### config.mk
export PLATFORM = sky130hd
export DESIGN_NAME = spi_master_cfg_flat
export DESIGN_NICKNAME = d
export VERILOG_FILES = /design/src/rtl/spi_master_cfg_if.sv /design/src/rtl/spi_master_cfg.sv /design/src/flat_wrapper.sv
export SDC_FILE = /design/constraint.sdc
export NUM_CORES = 1
export LEC_CHECK = 0
export CORE_UTILIZATION = 55
export CTS_CLUSTER_DIAMETER = 120
export DETAILED_ROUTE_END_ITERATION = 8
export GPL_ROUTABILITY_DRIVEN = 0
export HOLD_SLACK_MARGIN = 0.12
export PLACE_DENSITY = 0.78
export REMOVE_ABC_BUFFERS = 1
export SKIP_CTS_REPAIR_TIMING = 1
export SLEW_MARGIN = 10
export SYNTH_ARGS = -nofsm -noshare
export SYNTH_HDL_FRONTEND = slang
export SYNTH_SLANG_ARGS = --single-unit
### constraint.sdc
create_clock -name clk -period 2.2 [get_ports clk]
set_clock_uncertainty 0.15 [all_clocks]
set_input_delay 0.66 -clock clk [delete_from_list [all_inputs] [get_ports clk]]
set_output_delay 0.66 -clock clk [all_outputs]
set_load 0.02 [all_outputs]
### src/rtl/spi_master_cfg_if.sv
// Command-side bus of spi_master_cfg: one command per valid/ready handshake,
// plus the read-data return path.
interface spi_master_cfg_if #(
  parameter int CMD_WIDTH  = 12,
  parameter int READ_WIDTH = 8,
  parameter int CS_W       = 1
);
  logic [CMD_WIDTH-1:0]  cmd_in;
  logic                  cmd_vld;
  logic                  cmd_rdy;
  logic [CS_W-1:0]       cs_sel;
  logic [1:0]            mode;
  logic                  busy;
  logic                  read_vld;
  logic [READ_WIDTH-1:0] read_data;

  modport master (
    output cmd_in, cmd_vld, cs_sel, mode,
    input  cmd_rdy, busy, read_vld, read_data
  );

  modport slave (
    input  cmd_in, cmd_vld, cs_sel, mode,
    output cmd_rdy, busy, read_vld, read_data
  );
endinterface

### src/rtl/spi_master_cfg.sv
// SPI master for register-style slaves: write or read frames with runtime
// CPOL/CPHA, programmable SCLK divider and per-command chip-select choice.
module spi_master_cfg #(
  parameter int CMD_WIDTH  = 12,
  parameter int ADDR_BITS  = 4,
  parameter int READ_WIDTH = 8,
  parameter int CLK_DIV    = 4,
  parameter int NUM_CS     = 2,
  parameter int CS_W       = 1
) (
  input  logic              clk,
  input  logic              rst_n,
  spi_master_cfg_if.slave   bus,
  output logic              o_sclk,
  output logic [NUM_CS-1:0] o_cs_n,
  output logic              o_mosi,
  input  logic              i_miso
);

  localparam int RD_BITS = ADDR_BITS + READ_WIDTH;
  localparam int TXW     = (CMD_WIDTH > RD_BITS) ? CMD_WIDTH : RD_BITS;
  localparam int HW      = $clog2(2 * TXW);
  localparam int DW      = (CLK_DIV > 1) ? $clog2(CLK_DIV) : 1;

  localparam logic [DW-1:0] DIV_LAST = DW'(CLK_DIV - 1);
  localparam logic [HW-1:0] HALF_WR  = HW'(2 * CMD_WIDTH - 1);
  localparam logic [HW-1:0] HALF_RD  = HW'(2 * RD_BITS - 1);

  typedef enum logic [2:0] {S_IDLE, S_SETUP, S_SHIFT, S_HOLD, S_GAP} state_t;

  state_t                r_state;
  logic [DW-1:0]         r_div;
  logic [HW-1:0]         r_half;
  logic [HW-1:0]         r_half_last;
  logic                  r_cpol;
  logic                  r_cpha;
  logic                  r_is_write;
  logic [TXW-1:0]        r_tx;
  logic [READ_WIDTH-1:0] r_rx;
  logic [NUM_CS-1:0]     r_cs_n;
  logic                  r_sclk;
  logic                  r_mosi;
  logic                  r_rdy;
  logic                  r_busy;
  logic                  r_read_vld;
  logic [READ_WIDTH-1:0] r_read_data;

  logic                  w_accept;
  logic                  w_div_end;
  logic [TXW-1:0]        w_tx_load;
  logic [NUM_CS-1:0]     w_cs_n_sel;

  assign w_accept  = bus.cmd_vld && r_rdy;
  assign w_div_end = (r_div == DIV_LAST);

  // Outgoing bits left-aligned; a read frame carries only its header, then zeros.
  always_comb begin
    // NOTE: every combinational output gets a default first so no path can infer a latch.
    w_tx_load = '0;
    if (bus.cmd_in[CMD_WIDTH-1])
      w_tx_load[TXW-1 -: CMD_WIDTH] = bus.cmd_in;
    else
      w_tx_load[TXW-1 -: ADDR_BITS] = bus.cmd_in[CMD_WIDTH-1 -: ADDR_BITS];
  end

  // An out-of-range cs_sel matches no line, so the frame runs with all selects high.
  always_comb begin
    w_cs_n_sel = '1;
    for (int i = 0; i < NUM_CS; i++)
      w_cs_n_sel[i] = (bus.cs_sel != CS_W'(i));
  end

  // NOTE: async active-low reset, and all state updated with non-blocking assignments.
  always_ff @(posedge clk or negedge rst_n) begin
    if (!rst_n) begin
      r_state     <= S_IDLE;
      r_div       <= '0;
      r_half      <= '0;
      r_half_last <= '0;
      r_cpol      <= 1'b0;
      r_cpha      <= 1'b0;
      r_is_write  <= 1'b0;
      r_tx        <= '0;
      r_rx        <= '0;
      r_cs_n      <= '1;
      r_sclk      <= 1'b0;
      r_mosi      <= 1'b0;
      r_rdy       <= 1'b1;
      r_busy      <= 1'b0;
      r_read_vld  <= 1'b0;
      r_read_data <= '0;
    end else begin
      r_read_vld <= 1'b0;
      case (r_state)
        S_IDLE: if (w_accept) begin
          r_state     <= S_SETUP;
          r_div       <= '0;
          r_rdy       <= 1'b0;
          r_busy      <= 1'b1;
          r_cpol      <= bus.mode[1];
          r_cpha      <= bus.mode[0];
          r_sclk      <= bus.mode[1];
          r_is_write  <= bus.cmd_in[CMD_WIDTH-1];
          r_half_last <= bus.cmd_in[CMD_WIDTH-1] ? HALF_WR : HALF_RD;
          r_cs_n      <= w_cs_n_sel;
          // CPHA=0 presents the first bit before any clock edge.
          if (bus.mode[0]) begin
            r_mosi <= 1'b0;
            r_tx   <= w_tx_load;
          end else begin
            r_mosi <= w_tx_load[TXW-1];
            r_tx   <= w_tx_load << 1;
          end
        end
        S_SETUP: if (w_div_end) begin
          r_state <= S_SHIFT;
          r_div   <= '0;
          r_half  <= '0;
          r_sclk  <= ~r_cpol;
          if (r_cpha) begin
            r_mosi <= r_tx[TXW-1];
            r_tx   <= r_tx << 1;
          end else begin
            r_rx <= {r_rx[READ_WIDTH-2:0], i_miso};
          end
        end else begin
          r_div <= r_div + 1'b1;
        end
        S_SHIFT: if (w_div_end) begin
          r_div <= '0;
          if (r_half == r_half_last) begin
            r_state <= S_HOLD;
            r_mosi  <= 1'b0;
          end else begin
            r_half <= r_half + 1'b1;
            r_sclk <= ~r_sclk;
            // Odd r_half means the edge about to happen is a leading edge.
            // Header samples fall off the top of r_rx, leaving only data bits.
            if (r_half[0] ^ r_cpha) begin
              r_rx <= {r_rx[READ_WIDTH-2:0], i_miso};
            end else begin
              r_mosi <= r_tx[TXW-1];
              r_tx   <= r_tx << 1;
            end
          end
        end else begin
          r_div <= r_div + 1'b1;
        end
        S_HOLD: if (w_div_end) begin
          r_state <= S_GAP;
          r_div   <= '0;
          r_cs_n  <= '1;
          if (!r_is_write) begin
            r_read_vld  <= 1'b1;
            r_read_data <= r_rx;
          end
        end else begin
          r_div <= r_div + 1'b1;
        end
        S_GAP: if (w_div_end) begin
          r_state <= S_IDLE;
          r_div   <= '0;
          r_rdy   <= 1'b1;
          r_busy  <= 1'b0;
        end else begin
          r_div <= r_div + 1'b1;
        end
        default: r_state <= S_IDLE;
      endcase
    end
  end

  assign bus.cmd_rdy   = r_rdy;
  assign bus.busy      = r_busy;
  assign bus.read_vld  = r_read_vld;
  assign bus.read_data = r_read_data;
  assign o_sclk        = r_sclk;
  assign o_cs_n        = r_cs_n;
  assign o_mosi        = r_mosi;

endmodule

### src/flat_wrapper.sv
// flat-port wrapper written by rule: the top's interface ports become plain ports
module spi_master_cfg_flat 
#(
  parameter int CMD_WIDTH  = 12,
  parameter int ADDR_BITS  = 4,
  parameter int READ_WIDTH = 8,
  parameter int CLK_DIV    = 4,
  parameter int NUM_CS     = 2,
  parameter int CS_W       = 1
)
  (clk, rst_n, o_sclk, o_cs_n, o_mosi, i_miso, bus_cmd_in, bus_cmd_vld, bus_cs_sel, bus_mode, bus_cmd_rdy, bus_busy, bus_read_vld, bus_read_data);
  spi_master_cfg_if #(.CMD_WIDTH(CMD_WIDTH), .READ_WIDTH(READ_WIDTH), .CS_W(CS_W)) bus_i ();
  input  logic clk;
  input  logic rst_n;
  output logic o_sclk;
  output logic [NUM_CS-1:0] o_cs_n;
  output logic o_mosi;
  input  logic i_miso;
  input wire logic [$bits(bus_i.cmd_in)-1:0] bus_cmd_in;
  input wire logic [$bits(bus_i.cmd_vld)-1:0] bus_cmd_vld;
  input wire logic [$bits(bus_i.cs_sel)-1:0] bus_cs_sel;
  input wire logic [$bits(bus_i.mode)-1:0] bus_mode;
  output wire logic [$bits(bus_i.cmd_rdy)-1:0] bus_cmd_rdy;
  output wire logic [$bits(bus_i.busy)-1:0] bus_busy;
  output wire logic [$bits(bus_i.read_vld)-1:0] bus_read_vld;
  output wire logic [$bits(bus_i.read_data)-1:0] bus_read_data;
  assign bus_i.cmd_in = bus_cmd_in;
  assign bus_i.cmd_vld = bus_cmd_vld;
  assign bus_i.cs_sel = bus_cs_sel;
  assign bus_i.mode = bus_mode;
  assign bus_cmd_rdy = bus_i.cmd_rdy;
  assign bus_busy = bus_i.busy;
  assign bus_read_vld = bus_i.read_vld;
  assign bus_read_data = bus_i.read_data;
  spi_master_cfg #(.CMD_WIDTH(CMD_WIDTH), .ADDR_BITS(ADDR_BITS), .READ_WIDTH(READ_WIDTH), .CLK_DIV(CLK_DIV), .NUM_CS(NUM_CS), .CS_W(CS_W)) u_core (.clk(clk), .rst_n(rst_n), .bus(bus_i), .o_sclk(o_sclk), .o_cs_n(o_cs_n), .o_mosi(o_mosi), .i_miso(i_miso));
endmodule
Yosys cells after proc, flatten, opt, wreduce, memory -nomap -nowiden
Index checks and enable logic that the tools add are counted.
- add/subtract/negate cells: 2
- multiply operators: 0
- div/mod/pow operators: 0
- order comparisons: 0
- equality and inequality tests: 18
- shift operators: 0
- multiplexer cells: 54
- bitwise logic cells: 5
- reductions and logical operators: 19
- operators with widths (kind ; count):
    2-to-1 mux 12 bit ; 7
    2-to-1 mux 8 bit ; 6
    case mux 12 bit (3 select lines) ; 1
    2-to-1 mux 1 bit ; 18
    2-to-1 mux 3 bit ; 6
    AND reduction 6 bit ; 3
    inequality test 2 x 1 -> 1 bit (second input constant) ; 8
    case mux 8 bit (2 select lines) ; 1
    2-to-1 mux 5 bit ; 3
    case mux 3 bit (5 select lines) ; 1
    case mux 5 bit (2 select lines) ; 1
    AND reduction 3 bit ; 3
    2-to-1 mux 2 bit ; 4
    case mux 2 bit (2 select lines) ; 2
    nonzero test 2 bit ; 4
    AND reduction 7 bit ; 1
    equality test 3 x 2 -> 1 bit (second input constant) ; 2
    inequality test 2 bit (second input constant) ; 3
    case mux 1 bit (3 select lines) ; 2
    adder 5 x 1 -> 5 bit (second input constant) ; 1
    equality test 5 bit ; 1
    AND reduction 5 bit ; 1
    inverter 1 bit ; 4
    case mux 1 bit (2 select lines) ; 2
    12 further kinds ; 13
- bits in registers: 49
- latch bits: 0
- bits in writable memories: 0
- bits in read-only memories: 0
- input bits: 19
- output and inout bits: 15
- word-level logic and storage cells: 114
- memories kept: 0

Longest topological paths before layout
- depth after elaboration: 5
- gate-level depth with buffers: 8
- depth with buffers taken out: 6

Worst setup path before layout
OpenSTA, ideal clock, no wires.
- path kind: reg2reg
- start: register u_core.r_half[2]
- end: register u_core.r_rx[0]
- setup time: 0.125 ns
- arrival time: 1.640 ns
- required time: 1.925 ns
- setup slack: 0.285 ns
- cell stages (with the launch flop): 6
- path buffers: 0
- period minus slack after synthesis: 1.915 ns
- path through: dfrtp_1 -> nor4_4 -> a22oi_4 -> and3_4 -> o21ai_4 -> mux2_2
- longest elaborated chain between the ends: 3
- ends and longest elaborated chain (item ; line ; text):
    start: declaration ; spi_master_cfg.sv:33 ; logic [HW-1:0] r_half;
    start signal: assignment ; spi_master_cfg.sv:135 ; r_half <= r_half + 1'b1;
    equality test 5 bit ; spi_master_cfg.sv:131 ; if (r_half == r_half_last) begin
    inequality test 2 bit (no source line) ; - ;
    AND reduction 6 bit (no source line) ; - ;
    end signal: assignment ; spi_master_cfg.sv:124 ; r_rx <= {r_rx[READ_WIDTH-2:0], i_miso};
    end signal: assignment ; spi_master_cfg.sv:140 ; r_rx <= {r_rx[READ_WIDTH-2:0], i_miso};
    end: declaration ; spi_master_cfg.sv:39 ; logic [READ_WIDTH-1:0] r_rx;
Every way passes these cells.
A chain may end at the register's enable or synchronous reset.

Worst setup path in the final report
- start: register u_core.r_sclk, in the netlist u_core.o_sclk
- end: output port o_sclk
- RTL lines (item ; line ; text):
    start: declaration ; spi_master_cfg.sv:41 ; logic r_sclk;
    start signal: assignment ; spi_master_cfg.sv:102 ; r_sclk <= bus.mode[1];
    start signal: assignment ; spi_master_cfg.sv:119 ; r_sclk <= ~r_cpol;
    start signal: assignment ; spi_master_cfg.sv:136 ; r_sclk <= ~r_sclk;
    end: declaration ; flat_wrapper.sv:15 ; output logic o_sclk;
No word-level cell between the ends.

==> impl_metrics.py <==
metrics = {
    "run_status": {
        "status": "completed",
    },
    "placed_design": {
        "portBuffers": 33,
        "place_hpwl_um": 3420,
        "placed_area_um2": 3010,
    },
    "power_and_ir_drop": {
        "seq_power_share_pct": 54.2,
        "sw_frac_of_total_pct": 21.8,
        "combPwrFrac_pct": 6.1,
        "p_int_mw": 1.30,
        "vdd_drop_max_uv": 483,
        "power.density_nw_per_um2": 531,
        "p_leak_nw": 1.47,
        "p_clk_share_pct": 39.7,
        "switching_power_mw": 0.362,
    },
    "final_layout": {
        "syn_to_final_growth_pct": 24.1,
        "drive_gt1_share_pct": 23.1,
        "diodes": 0,
        "final_nets": 306,
        "stdcell_area_um2": 3140,
    },
    "global_routing": {
        "grt_pass1_wl_um": 8600,
        "antenna_found_initial": 0,
        "grt_pass1_vias": 1903,
        "grt_start_max_net_pins": 50,
        "grt-ovfl-total": 0,
        "grtUsageTotal_pct": 22.2,
    },
    "synth": {
        "synth_warnings": 0,
        "ys_async_sr_fraction_pct": 100,
        "synth-compound-area-share_pct": 16.8,
        "synth_seq_cells": 49,
        "ys_seq_area_share_pct": 48.7,
        "syn_inst": 239,
        "synthMuxAreaShare_pct": 12.9,
        "synth_most_common_cell": "dfrtp_1",
        "synthSimpleGateAreaFrac_pct": 15.4,
        "synthTopCellsByArea": "dfrtp_1, mux2_2, a21oi_1",
        "synth_top_area_share_pct": 45.6,
        "synth_xor_xnor_area_share_pct": 1.73,
        "synth_area_per_cell_um2": 10.6,
        "ys_types": 51,
        "yosysTopAreaCell": "dfrtp_1",
        "synth_common_cells": "dfrtp_1, nand2_1, a21oi_1",
        "synth-edff-count": 0,
        "synth_top_family_by_area": "compound AO/OA/AOI/OAI gates",
        "syn_area_um2": 2530,
        "ys.flop_type": "dfrtp_1",
        "synthAdderAreaFrac_pct": 0.991,
    },
    "setup_path": {
        "critPathRequiredTime_ps": 1390,
        "ff2ff_path_depth": 5,
        "path_buf_inv": 1,
        "crit_fanout": 3,
        "critical_path.endpoint_type": "output port",
        "slowest_stage": "clkdlybuf4s50_1",
        "crit_chain": "clkdlybuf4s50_1",
        "worst_ep_arrival_time_ps": 1320,
        "ff2ff_setup_slack_ps": 140,
        "cpPeakStageDelay_ps": 630,
        "r2r_start": "u_core.r_half[2]",
        "path_delay_family": "buffers and inverters",
        "cp-start-kind": "register",
        "worstSetupPathType": "register to output port",
        "r2r_end": "u_core.r_rx[3]",
    },
    "timing": {
        "fin_crit_sh_pct": 96.7,
        "rsz0062_at_grt": "false",
        "report.final.hold_viol_count": 0,
        "fin_setup_tns_ps": 0,
        "relSlewSlack_pct": 70.2,
        "max_freq_mhz": 470,
        "finalCriticalPeriod_ps": 2130,
        "setup_violations": 0,
        "worst_pin_slew_ps": 445,
        "slew_viol_final": 0,
    },
    "clock_tree": {
        "htreeDepth": 2,
        "cts_buffers": 5,
        "clk_pin_slew_ps": 90,
        "clk_latency_ps": 300,
        "cts.path.max_buffers": 2,
        "clock_sinks": 49,
        "cts-root-buf": "clkbuf_8",
        "cts_tree": "done",
    },
    "floorplan": {
        "core_um2": 4380,
        "floorplan.initialDensity_pct": 57.6,
        "die_area_um2": 4870,
        "dieWidth_um": 69.8,
        "fp.dieH_um": 69.8,
        "io_pins": 34,
        "rows": 24,
    },
    "routing": {
        "totalWireLength_um": 4900,
        "wl_per_cell_um": 14.5,
        "dr.pass1.iters": 4,
        "ant_nets": 0,
        "vias": 1902,
        "routed_via_density": 5.63,
        "drt_iter0_drc": 122,
        "drc": 0,
    },
    "min_path": {
        "min_path_type": "input port to async pin",
    },
    "run": {
        "maxCapViolCount": 0,
    },
}
-- how the worst max path moves through the flow --
stage,start,depth (start not counted),end
after CTS,u_core.bus.cmd_rdy,1,bus_cmd_rdy
after global placement,bus_cmd_vld,6,u_core.o_mosi
after floorplan,u_core.r_div[0],5,u_core.r_tx[0]
final,u_core.o_sclk,1,o_sclk
after detailed placement,bus_cmd_vld,6,u_core.r_tx[0]
after global routing,u_core.o_sclk,1,o_sclk
-- sequential cells by signal (all words and copies together) (netlist names) --
register and flops:
u_core.r_rx 8, u_core.r_half 5, u_core.r_cpol 1, u_core.r_is_write 1, u_core.bus.read_data 8, u_core.r_state 3, u_core.o_cs_n 2, u_core.bus.read_vld 1
u_core.r_div 2, u_core.o_sclk 1, u_core.r_cpha 1, u_core.r_tx 12, u_core.bus.busy 1, u_core.o_mosi 1, u_core.r_half_last 1, u_core.bus.cmd_rdy 1
-- metrics by stage --
step	util, %	power [mW]	setup slack [ps]	hold slack [ps]	instances
2_1_floorplan	-	0.949	37.3	214	225
3_3_place_gp	68.6	1.02	-260	312	330
3_5_place_dp	68.6	1.02	-305	319	330
4_1_cts	71.3	1.69	-124	180	338
5_1_grt	71.5	1.72	28.7	189	338
6_report	71.5	1.66	73.1	159	338
-- layer usage --
layer / part of all wire [%] / track usage (%) / wire, um
met5: 0 / 0 / 0
met4: 1.2 / 7.33 / 59
met3: 2.2 / 4.36 / 110
met2: 51 / 36.0 / 2480
met1: 46 / 30.0 / 2250
-- power by group through the flow --
stage                     registers (mW)  logic (mW)  clock network (mW)
after global placement             0.919       0.101                   0
after global routing               0.902       0.114               0.702
after CTS                          0.902       0.103               0.680
after floorplan                    0.919      0.0294                   0
final                              0.902       0.101               0.661
after detailed placement           0.919       0.103                   0
-- layout by cell type (no fill, tap or decap), drive strengths merged, types with 9 or more instances in the layout --
cell type / instances
mux2: 20
o21ai: 19
nor3: 9
mux2i: 10
a21oi: 22
nor2: 13
clkdlybuf4s50: 28
buf: 21
nand2: 27
dfrtp: 46
-- logic make-up (layout without fill, tap and decap cells) --
| logic type | Yosys count | in the layout |
|---|---|---|
| muxes | 30 | 30 |
| AOI/OAI and AO/OA | 65 | 65 |
| buffers and inverters | 16 | 63 |
| and+or+nand+nor | 72 | 72 |
| DFF | 49 | 49 |
| adders and majority gates | 2 | 2 |
| xor gates and xnor gates | 5 | 5 |
-- area by class of cell --
type / count / area [um^2]
fill: 331 / 1250
multi-input combinational: 174 / 1210
inverter: 2 / 7.51
sequential: 49 / 1230
clock buffer: 5 / 68.8
timing repair buffer: 53 / 510
tap: 52 / 65.1
clock inverter: 3 / 47.5
No activity file was read; power rests on OpenSTA's default activity.
